===== src/rtl/joypad_port.sv =====
// NES-style controller port at 4016/4017: keyboard make/break events drive the
// eight button states, which the CPU latches with a strobe write and shifts out serially.
module joypad_port #(
  parameter logic [7:0] KEY_A      = 8'h0E,
  parameter logic [7:0] KEY_B      = 8'h0D,
  parameter logic [7:0] KEY_SELECT = 8'h2C,
  parameter logic [7:0] KEY_START  = 8'h28,
  parameter logic [7:0] KEY_UP     = 8'h1A,
  parameter logic [7:0] KEY_DOWN   = 8'h16,
  parameter logic [7:0] KEY_LEFT   = 8'h04,
  parameter logic [7:0] KEY_RIGHT  = 8'h07
) (
  input  logic        clk,
  input  logic        nreset,
  input  logic [15:0] cpu_addr,
  input  logic [7:0]  cpu_data_in,
  input  logic        cpu_rnw,
  input  logic        bus_en,
  output logic [7:0]  cpu_rd_data,
  output logic        port_sel,
  input  logic [7:0]  keycode,
  input  logic        keypress,
  input  logic        key_evt,
  output logic [7:0]  keystates
);

  localparam logic [15:0] ADDR_PAD1 = 16'h4016;
  localparam logic [15:0] ADDR_PAD2 = 16'h4017;

  logic [7:0] key_hit;
  logic [7:0] shift_q;
  logic       strobe_q;
  logic       sel_pad1;
  logic       sel_pad2;
  logic       rd_pad1;
  logic       rd_pad2;
  logic       wr_pad1;
  logic       unused_data;

  assign sel_pad1 = (cpu_addr == ADDR_PAD1);
  assign sel_pad2 = (cpu_addr == ADDR_PAD2);
  assign port_sel = sel_pad1 | sel_pad2;

  assign rd_pad1 = bus_en &  cpu_rnw & sel_pad1;
  assign rd_pad2 = bus_en &  cpu_rnw & sel_pad2;
  assign wr_pad1 = bus_en & ~cpu_rnw & sel_pad1;

  // Only bit 0 of a strobe write is meaningful.
  assign unused_data = ^cpu_data_in[7:1];

  assign key_hit[0] = (keycode == KEY_A);
  assign key_hit[1] = (keycode == KEY_B);
  assign key_hit[2] = (keycode == KEY_SELECT);
  assign key_hit[3] = (keycode == KEY_START);
  assign key_hit[4] = (keycode == KEY_UP);
  assign key_hit[5] = (keycode == KEY_DOWN);
  assign key_hit[6] = (keycode == KEY_LEFT);
  assign key_hit[7] = (keycode == KEY_RIGHT);

  always_ff @(posedge clk or negedge nreset) begin
    if (!nreset) begin
      keystates <= 8'h00;
    end else if (key_evt) begin
      keystates <= (keystates & ~key_hit) | (key_hit & {8{keypress}});
    end
  end

  always_ff @(posedge clk or negedge nreset) begin
    if (!nreset) begin
      strobe_q <= 1'b0;
    end else if (wr_pad1) begin
      strobe_q <= cpu_data_in[0];
    end
  end

  // Reload uses the registered strobe, so the edge on which strobe falls still
  // captures a final snapshot; reads during strobe never shift.
  always_ff @(posedge clk or negedge nreset) begin
    if (!nreset) begin
      shift_q <= 8'hFF;
    end else if (strobe_q) begin
      shift_q <= keystates;
    end else if (rd_pad1) begin
      shift_q <= {1'b1, shift_q[7:1]};
    end
  end

  always_ff @(posedge clk or negedge nreset) begin
    if (!nreset) begin
      cpu_rd_data <= 8'h40;
    end else if (rd_pad1) begin
      cpu_rd_data <= {7'b0100000, (strobe_q ? keystates[0] : shift_q[0])};
    end else if (rd_pad2) begin
      cpu_rd_data <= 8'h40;
    end
  end

endmodule


===== config.mk =====
export PLATFORM = sky130hd
export DESIGN_NAME = joypad_port
export DESIGN_NICKNAME = d
export VERILOG_FILES = /design/src/rtl/joypad_port.sv
export SDC_FILE = /design/constraint.sdc
export NUM_CORES = 1
export LEC_CHECK = 0
export CORE_MARGIN = 3
export CORE_UTILIZATION = 43
export DETAILED_ROUTE_END_ITERATION = 6
export GPL_TIMING_DRIVEN = 0
export PLACE_DENSITY = 0.91
export SKIP_CTS_REPAIR_TIMING = 1
export SLEW_MARGIN = 20
export SYNTH_ARGS = -nofsm -noshare
export SYNTH_HDL_FRONTEND = slang
export SYNTH_SLANG_ARGS = --single-unit

===== constraint.sdc =====
create_clock -name clk -period 3.7 [get_ports clk]
set_clock_uncertainty 0.15 [all_clocks]
set_input_delay 0.74 -clock clk [delete_from_list [all_inputs] [get_ports clk]]
set_output_delay 0.74 -clock clk [all_outputs]
set_load 0.01 [all_outputs]

==> results of run 1 <==
[layer usage]
layer / share of wire / vias to the layer above
met2: 0.43 / 47
met1: 0.45 / 446
met5: 0 / -
met4: 0.015 / 0
li1: - / 475
met3: 0.098 / 6
[critical path, stage by stage]
cell and delay (ps):
clkdlybuf4s50_1 450, nor4b_4 300, and3_4 240, buf_8 130
and3b_2 170, clkdlybuf4s50_1 530
[cells by family after synthesis]
kind of cell    Yosys count
buf+inv                  12
other cells               2
compound gates           22
simple gates             36
mux                      11
flops                    18
[cells in the final DEF (no fill, tap or decap), types with 3 or more instances in the layout]
cell	count
nand3_1	3
nor2_1	6
clkbuf_4	3
o21ai_0	8
conb_1	7
a41oi_1	6
buf_4	8
nand4_1	3
nand2_1	4
dfrtp_1	10
dfstp_2	8
mux2_2	9
clkdlybuf4s50_1	40
nor2b_1	3
a2bb2oi_1	5
nor3b_1	4
[path summary, 6_finish.rpt]
path                       cells after the start                         end    startpoint  slack, ps
max                                            6                    port_sel  cpu_addr[11]        250
min                                            2                  shift_q[2]    shift_q[2]        350
max reg2reg                                    3                  shift_q[1]      strobe_q       2480
min reg2reg                                    2                  shift_q[2]    shift_q[2]        350
max in group asynchronous                      1  asynchronous set/reset pin        nreset       2170
min in group asynchronous                      1              cpu_rd_data[0]        nreset        750
[report_power, final]
part / leakage (nW) / total (mW) / internal [mW] / switching (mW)
sequential: 0.221 / 0.206 / 0.202 / 0.00401
clock: 0.0210 / 0.118 / 0.0599 / 0.0576
combinational: 0.404 / 0.0779 / 0.0498 / 0.0282
total: 0.646 / 0.401 / 0.312 / 0.0898
[cell usage after synthesis (2+ instances only)]
master	count	area, um2
a2bb2oi_1	5	43.79
a31oi_1	2	12.51
a41oi_1	6	52.55
buf_4	8	60.06
conb_1	2	7.510
dfrtp_1	10	250.2
dfstp_2	8	210.2
mux2_2	9	101.4
nand2_1	4	15.01
nand3_1	3	15.01
nand4_1	3	18.77
nor2_1	6	22.52
nor2b_1	3	18.77
nor3b_1	4	30.03
nor4b_4	2	47.55
o21ai_0	8	40.04
[area by class of cell]
cell class,count,share of cell area
plain buffers,11,0.05230
clock buffers,4,0.02264
inverters,1,0.002342
multi-input cells,76,0.3638
flip-flops and latches,18,0.2873
well taps,28,0.02186
repair buffers,40,0.2498
[stage by stage]
step	worst slack (ps)	utilization	cell area (um2)	hold WS [ps]	std cells
global placement	260.3	0.6695	1567	328.4	174
floorplan	1269	-	1131	294.4	106
CTS	237.6	0.6850	1603	346.5	178
finish	248.0	0.6850	1603	345.3	178
global route	172.3	0.6850	1603	372.5	178
detailed placement	245.8	0.6695	1567	330.3	174
==> impl_metrics.yaml, run 1 <==
worst_setup_path:
  worst_setup_path_start_kind: "input port"
  cp-end-kind: "primary output"
  cp.required_ps: 2810
  worst-setup-path-type: "in2out"
  crit_fanout: 10
  arrival_ps: 2560
die:
  ios: 55
  core_area_um2: 2340
  die_height_um: 56.86
  rows: 17
  start_util: 0.4754
  die_area_um2: 3233
  die_w_um: 56.86
routing:
  drtIter0Drc: 17
  drcViolationCount: 0
  vias_per_cell: 5.472
  routedWlPerCell_um: 13.79
  firstDrtPassIters: 4
  drtAntennaViolNets: 0
  vias: 974
  wl_um: 2454
timing:
  finalHoldViolCount: 0
  finalCritPeriodShare: 0.9330
  slew_violations: 0
  fin_tns_setup_ps: 0
  rsz0062_at_grt: "false"
  slew_headroom: 0.4804
  fmax_ghz: 0.2897
  finalSetupViolCount: 0
  layout_min_cycle_time_ps: 3452
  worstMarginPinSlew_ps: 777.0
global_route:
  grt_util_met2: 0.2525
  grt_pass1_vias: 944
  grt_overflow: 0
  use_met3: 0.05057
  grt_max_degree: 19
  grt_pass1_wl_um: 4071
  use_met1: 0.1918
  track_usage: 0.1545
  grt-busiest-layer: "met2"
  antenna_found_initial: 0
synth:
  synth_seq_area_share: 0.4139
  synthMuxAreaShare: 0.1136
  synth_area_um2: 1112
  synth-simple-area-share: 0.2486
  yosys.cell_types.count: 34
  synthXorXnorAreaFrac: 0
  synth_edf_count: 0
  synth-seq-cells: 18
  syn_avg_cell_area_um2: 11.01
  synth_cells: 101
  synth_top_family_by_area: "simple AND/OR/NAND/NOR gates"
  synth_compound_area_frac: 0.1384
  synth_fa_ha_area_frac: 0
  synth_ff_type: "dfrtp_1"
  yosys_warnings: 0
  async_flop_share: 1.000
clock_tree:
  cts.clk_slew.worst_paths_ps: 100
  numCtsBuffers: 3
  clockBufferDepth: 2
  clk_latency_ps: 290
  ctsHtreeMaxLevel: 1
  cts_sinks: 18
  cts-root-buf: "clkbuf_4"
  cts_tree: "built"
power:
  power_mw: 0.4014
  ir_drop_mv: 0.2941
  power_density_nw_per_um2: 250.5
  p_leak_nw: 0.6462
worst_hold_path:
  hp-class: "reg2reg"
placed_design:
  dp_hpwl_um: 1923
  gp_congestion: 0.7998
  numPortBuffers: 40
layout:
  drive_gt1_frac: 0.2600
  seq_area_um2: 460.4
  syn_to_final_growth_pct: 44.09
  antenna_cells: 0
  fin_nets: 189
  multi_input_area_um2: 583.1
  fill_cells: 189
flow_run:
  max_cap_violations: 0
outcome:
  outcome: "complete, no violations"
Note: power is estimated with default switching activity, not from simulation.
==> run 2: changes to the inputs <==
--- a/config.mk
+++ b/config.mk
@@ -7,9 +7,10 @@
 export LEC_CHECK = 0
 export CORE_MARGIN = 3
 export CORE_UTILIZATION = 43
+export CTS_CLUSTER_DIAMETER = 50
 export DETAILED_ROUTE_END_ITERATION = 6
 export GPL_TIMING_DRIVEN = 0
-export PLACE_DENSITY = 0.91
+export PLACE_DENSITY = 0.81
 export SKIP_CTS_REPAIR_TIMING = 1
 export SLEW_MARGIN = 20
 export SYNTH_ARGS = -nofsm -noshare
==> impl_metrics.yaml, run 2 (synthesis results as in run 1) <==
layout:
  fill_cells: 200
  fin_nets: 189
  drive_gt1_frac: 0.2533
  syn_to_final_growth_pct: 43.19
  layout_commonest_cell: "clkdlybuf4s50_1"
  final_cell_mix: "40 x clkdlybuf4s50_1, 10 x dfrtp_1, 9 x mux2_2"
  antenna_cells: 0
  final_core_utilization: 0.6807
clock_tree:
  cts_tree: "built"
  clockBufferDepth: 2
  cts.clk_slew.worst_paths_ps: 100
  cts-root-buf: "clkbuf_4"
  numCtsBuffers: 3
  cts_sinks: 18
  ctsHtreeMaxLevel: 1
  clk_latency_ps: 290
die:
  rows: 17
  start_util: 0.4754
  die_area_um2: 3233
  die_w_um: 56.86
  ios: 55
  core_area_um2: 2340
  die_height_um: 56.86
timing:
  setup_slack_ps: 231.7
  slew_headroom: 0.4838
  finalHoldViolCount: 0
  finalCritPeriodShare: 0.9374
  fin_tns_setup_ps: 0
  slew_violations: 0
  worstMarginPinSlew_ps: 771.9
  layout_min_cycle_time_ps: 3468
  fmax_ghz: 0.2883
  finalSetupViolCount: 0
  rsz0062_at_grt: "false"
worst_setup_path:
  worst_setup_path_start_kind: "input port"
  slowest_stage: "clkdlybuf4s50_1"
  critPathTopFamily: "buffers and inverters"
  worst-setup-path-type: "in2out"
  crit_chain: "clkdlybuf4s50_1 -> nor4b_4 -> and3_4 -> buf_8 -> and3b_2 -> clkdlybuf4s50_1"
  crit_fanout: 10
  cpMostUsedCell: "clkdlybuf4s50_1"
  cp-end-kind: "primary output"
  cp.required_ps: 2810
  arrival_ps: 2580
  slowest_delay_ps: 530
  crit_buf_inv: 3
routing:
  firstDrtPassIters: 4
  wl_um: 2443
  drtIter0Drc: 7
  vias_per_cell: 5.343
  vias: 951
  routedWlPerCell_um: 13.72
  drtAntennaViolNets: 0
  drcViolationCount: 0
power:
  power_density_nw_per_um2: 240.8
  swShare: 0.2345
  ir_drop_mv: 0.2145
  pwr-share-clk: 0.261
  p_int_mw: 0.2936
  p_seq_frac: 0.537
  p_switching_mw: 0.08993
  p_leak_nw: 0.6402
  p_comb_frac: 0.202
placed_design:
  numPortBuffers: 40
  dp_hpwl_um: 1916
  gp_congestion: 0.8061
  place_ws_ps: 231.3
global_route:
  grt_max_degree: 19
  grt_pass1_wl_um: 4043
  grt_pass1_vias: 924
  grt_overflow: 0
  antenna_found_initial: 0
  track_usage: 0.1558
outcome:
  outcome: "complete, no violations"
worst_hold_path:
  hp-class: "reg2reg"
flow_run:
  max_cap_violations: 0
## run 2: changes by cell type in the layout (fill, tap and decap cells not counted)
cell / previous run / this run
clkbuf_8: 1 / 0
clkbuf_1: 1 / 2
## run 2: worst paths after layout
kind	cells after the start	slack [ps]	from	end
worst min-delay path	2	350	shift_q[2]	shift_q[2]
worst min register to register	2	350	shift_q[2]	shift_q[2]
max in group asynchronous	1	2170	nreset	asynchronous set/reset pin
worst max-delay path	6	230	cpu_addr[7]	port_sel
worst max register to register	3	2460	strobe_q	shift_q[3]
min in group asynchronous	1	750	nreset	strobe_q
## run 2: metrics by stage
step	std cells	hold WS (ps)	area, um2	total power, mW
after floorplan	106	294.4	1131	0.2342
after global placement	174	327.9	1567	0.2861
after detailed placement	174	330.6	1567	0.2873
after CTS	178	346.0	1593	0.3872
after global routing	178	370.7	1593	0.3990
final	178	346.4	1593	0.3835
## run 2: final cells by class
type / count / area [um2] / share of cell area
repair buffers: 40 / 400.4 / 0.2514
inverters: 1 / 3.754 / 0.002357
multi-input cells: 76 / 583.1 / 0.3661
plain buffers: 11 / 83.83 / 0.05263
flip-flops and latches: 18 / 460.4 / 0.2891
clock buffers: 4 / 26.28 / 0.01650
well taps: 28 / 35.03 / 0.02200
## run 2: per-layer routing
metal  global-route usage  vias up  wire length (um)
met5                    0        -                 0
met4              0.05298        0                 0
met3              0.05057        0               289
met2               0.2541       45              1115
met1               0.1929      436              1038
li1                     -      470                 -
## run 2: worst reg2reg max path, delay by kind of cell, from the launching register on
family / cells / cell delay, ps
AO/OA/AOI/OAI: 2 / 270
flip-flops: 1 / 400
buffers and inverters: 1 / 370
## run 2: power groups by stage
| stage | clock network (mW) | registers, mW | logic [mW] |
|---|---|---|---|
| 3_5_place_dp | 0 | 0.209 | 0.0778 |
| 3_3_place_gp | 0 | 0.209 | 0.0769 |
| 5_1_grt | 0.108 | 0.207 | 0.0837 |
| 2_1_floorplan | 0 | 0.210 | 0.0237 |
| 6_report | 0.100 | 0.206 | 0.0776 |
| 4_1_cts | 0.103 | 0.206 | 0.0782 |
==> run 3: changes to the inputs <==
--- a/config.mk
+++ b/config.mk
@@ -5,6 +5,8 @@
 export SDC_FILE = /design/constraint.sdc
 export NUM_CORES = 1
 export LEC_CHECK = 0
+export CAP_MARGIN = 20
+export CORE_ASPECT_RATIO = 1.75
 export CORE_MARGIN = 3
 export CORE_UTILIZATION = 43
 export CTS_CLUSTER_DIAMETER = 50
==> impl_metrics.yaml, run 3 (synthesis results as in run 1) <==
die:
  die_area_um2: 3257
  ios: 55
  rows: 23
  die_height_um: 73.28
  start_util: 0.4657
  die_w_um: 44.45
  core_area_um2: 2389
global_route:
  grt_pass1_wl_um: 4284
  use_met3: 0.03676
  grt_util_met2: 0.3555
  grt-busiest-layer: "met2"
  use_met1: 0.1544
  grt_pass1_vias: 1030
  grt_max_degree: 19
  track_usage: 0.1754
  grt_overflow: 0
  antenna_found_initial: 0
layout:
  syn_to_final_growth_pct: 45.44
  drive_gt1_frac: 0.2600
  finalNonFillerCells: 175
  antenna_cells: 0
  final_cell_mix: "40 x clkdlybuf4s50_1, 10 x dfrtp_1, 9 x mux2_2"
  fin_nets: 189
  layout_commonest_cell: "clkdlybuf4s50_1"
clock_tree:
  cts_tree: "built"
  numCtsBuffers: 3
  clk_latency_ps: 250
  ctsHtreeMaxLevel: 1
  clockBufferDepth: 2
  cts-root-buf: "clkbuf_8"
  cts.clk_slew.worst_paths_ps: 60
  cts_sinks: 18
routing:
  routedWlPerCell_um: 14.54
  drcViolationCount: 0
  vias: 970
  drtAntennaViolNets: 0
  vias_per_cell: 5.543
  firstDrtPassIters: 4
  wl_um: 2544
  drtIter0Drc: 24
worst_setup_path:
  worst_setup_path_start_kind: "input port"
  r2r_setup_slack_ps: 2470
  rr_worst_depth: 3
  worst-setup-path-type: "in2out"
  crit_fanout: 10
  r2r-end: "shift_q[3]"
  cp-end-kind: "primary output"
  cp.required_ps: 2810
  r2r_start: "strobe_q"
  arrival_ps: 2560
timing:
  finalHoldViolCount: 0
  worstMarginPinSlew_ps: 764.8
  slew_violations: 0
  fmax_ghz: 0.2902
  rsz0062_at_grt: "false"
  finalCritPeriodShare: 0.9312
  finalSetupViolCount: 0
  holdWs_ps: 344.4
  fin_tns_setup_ps: 0
  slew_headroom: 0.4886
  layout_min_cycle_time_ps: 3445
power:
  swShare: 0.2146
  pwr-share-clk: 0.356
  p_switching_mw: 0.09462
  power_density_nw_per_um2: 272.6
  p_int_mw: 0.3464
  p_seq_frac: 0.467
  p_comb_frac: 0.177
  p_leak_nw: 0.6540
  ir_drop_mv: 0.2758
outcome:
  outcome: "complete, no violations"
worst_hold_path:
  min_path_cells: 2
  min_to: "shift_q[2]"
  hp-class: "reg2reg"
  min-delay-start: "shift_q[2]"
flow_run:
  max_cap_violations: 0
placed_design:
  dp_cells: 171
  dp_hpwl_um: 2043
  numPortBuffers: 40
  gp_congestion: 0.6803
run 3: cell counts in the layout (fill, tap and decap cells not counted):
Identical to the previous run, type by type.
run 3: area by class of cell:
type	count	area (um2)
buffer	11	83.83
fill	204	770.7
inverter	1	3.754
timing repair buffer	40	400.4
clock buffer	4	55.05
tap	25	31.28
multi-input combinational	76	583.1
sequential	18	460.4
run 3: routing by layer:
metal,vias to the layer above,wire [um]
met5,-,0
met4,0,34
met3,4,194
met2,42,1479
met1,455,835
li1,469,-
run 3: worst max-delay path: stages:
cell and delay (ps):
clkdlybuf4s50_1 440, nor4b_4 300, and3_4 240, buf_8 130
and3b_2 170, clkdlybuf4s50_1 530
run 3: how the worst max path moves through the flow:
stage | endpoint | slack [ps] | cells after the start | start
3_3_place_gp | port_sel | 250 | 6 | cpu_addr[11]
4_1_cts | port_sel | 230 | 6 | cpu_addr[11]
6_report | port_sel | 250 | 6 | cpu_addr[11]
3_5_place_dp | port_sel | 240 | 6 | cpu_addr[11]
5_1_grt | port_sel | 160 | 6 | cpu_addr[11]
2_1_floorplan | port_sel | 1270 | 4 | cpu_addr[7]
run 3: metrics by stage:
| step | worst slack [ps] | cell area [um2] | power, mW | util |
|---|---|---|---|---|
| floorplan | 1269 | 1131 | 0.2342 | - |
| global placement | 250.5 | 1563 | 0.2857 | 0.6543 |
| detailed placement | 237.7 | 1563 | 0.2872 | 0.6543 |
| CTS | 228.7 | 1618 | 0.4447 | 0.6773 |
| global route | 163.8 | 1618 | 0.4584 | 0.6773 |
| finish | 254.6 | 1618 | 0.4410 | 0.6773 |
run 3: power groups by stage:
stage                     clock network (mW)  registers [mW]  logic (mW)
after floorplan                            0           0.210      0.0237
after CTS                              0.160           0.206      0.0786
after global placement                     0           0.209      0.0765
final                                  0.157           0.206      0.0780
after detailed placement                   0           0.209      0.0779
after global routing                   0.168           0.207      0.0843
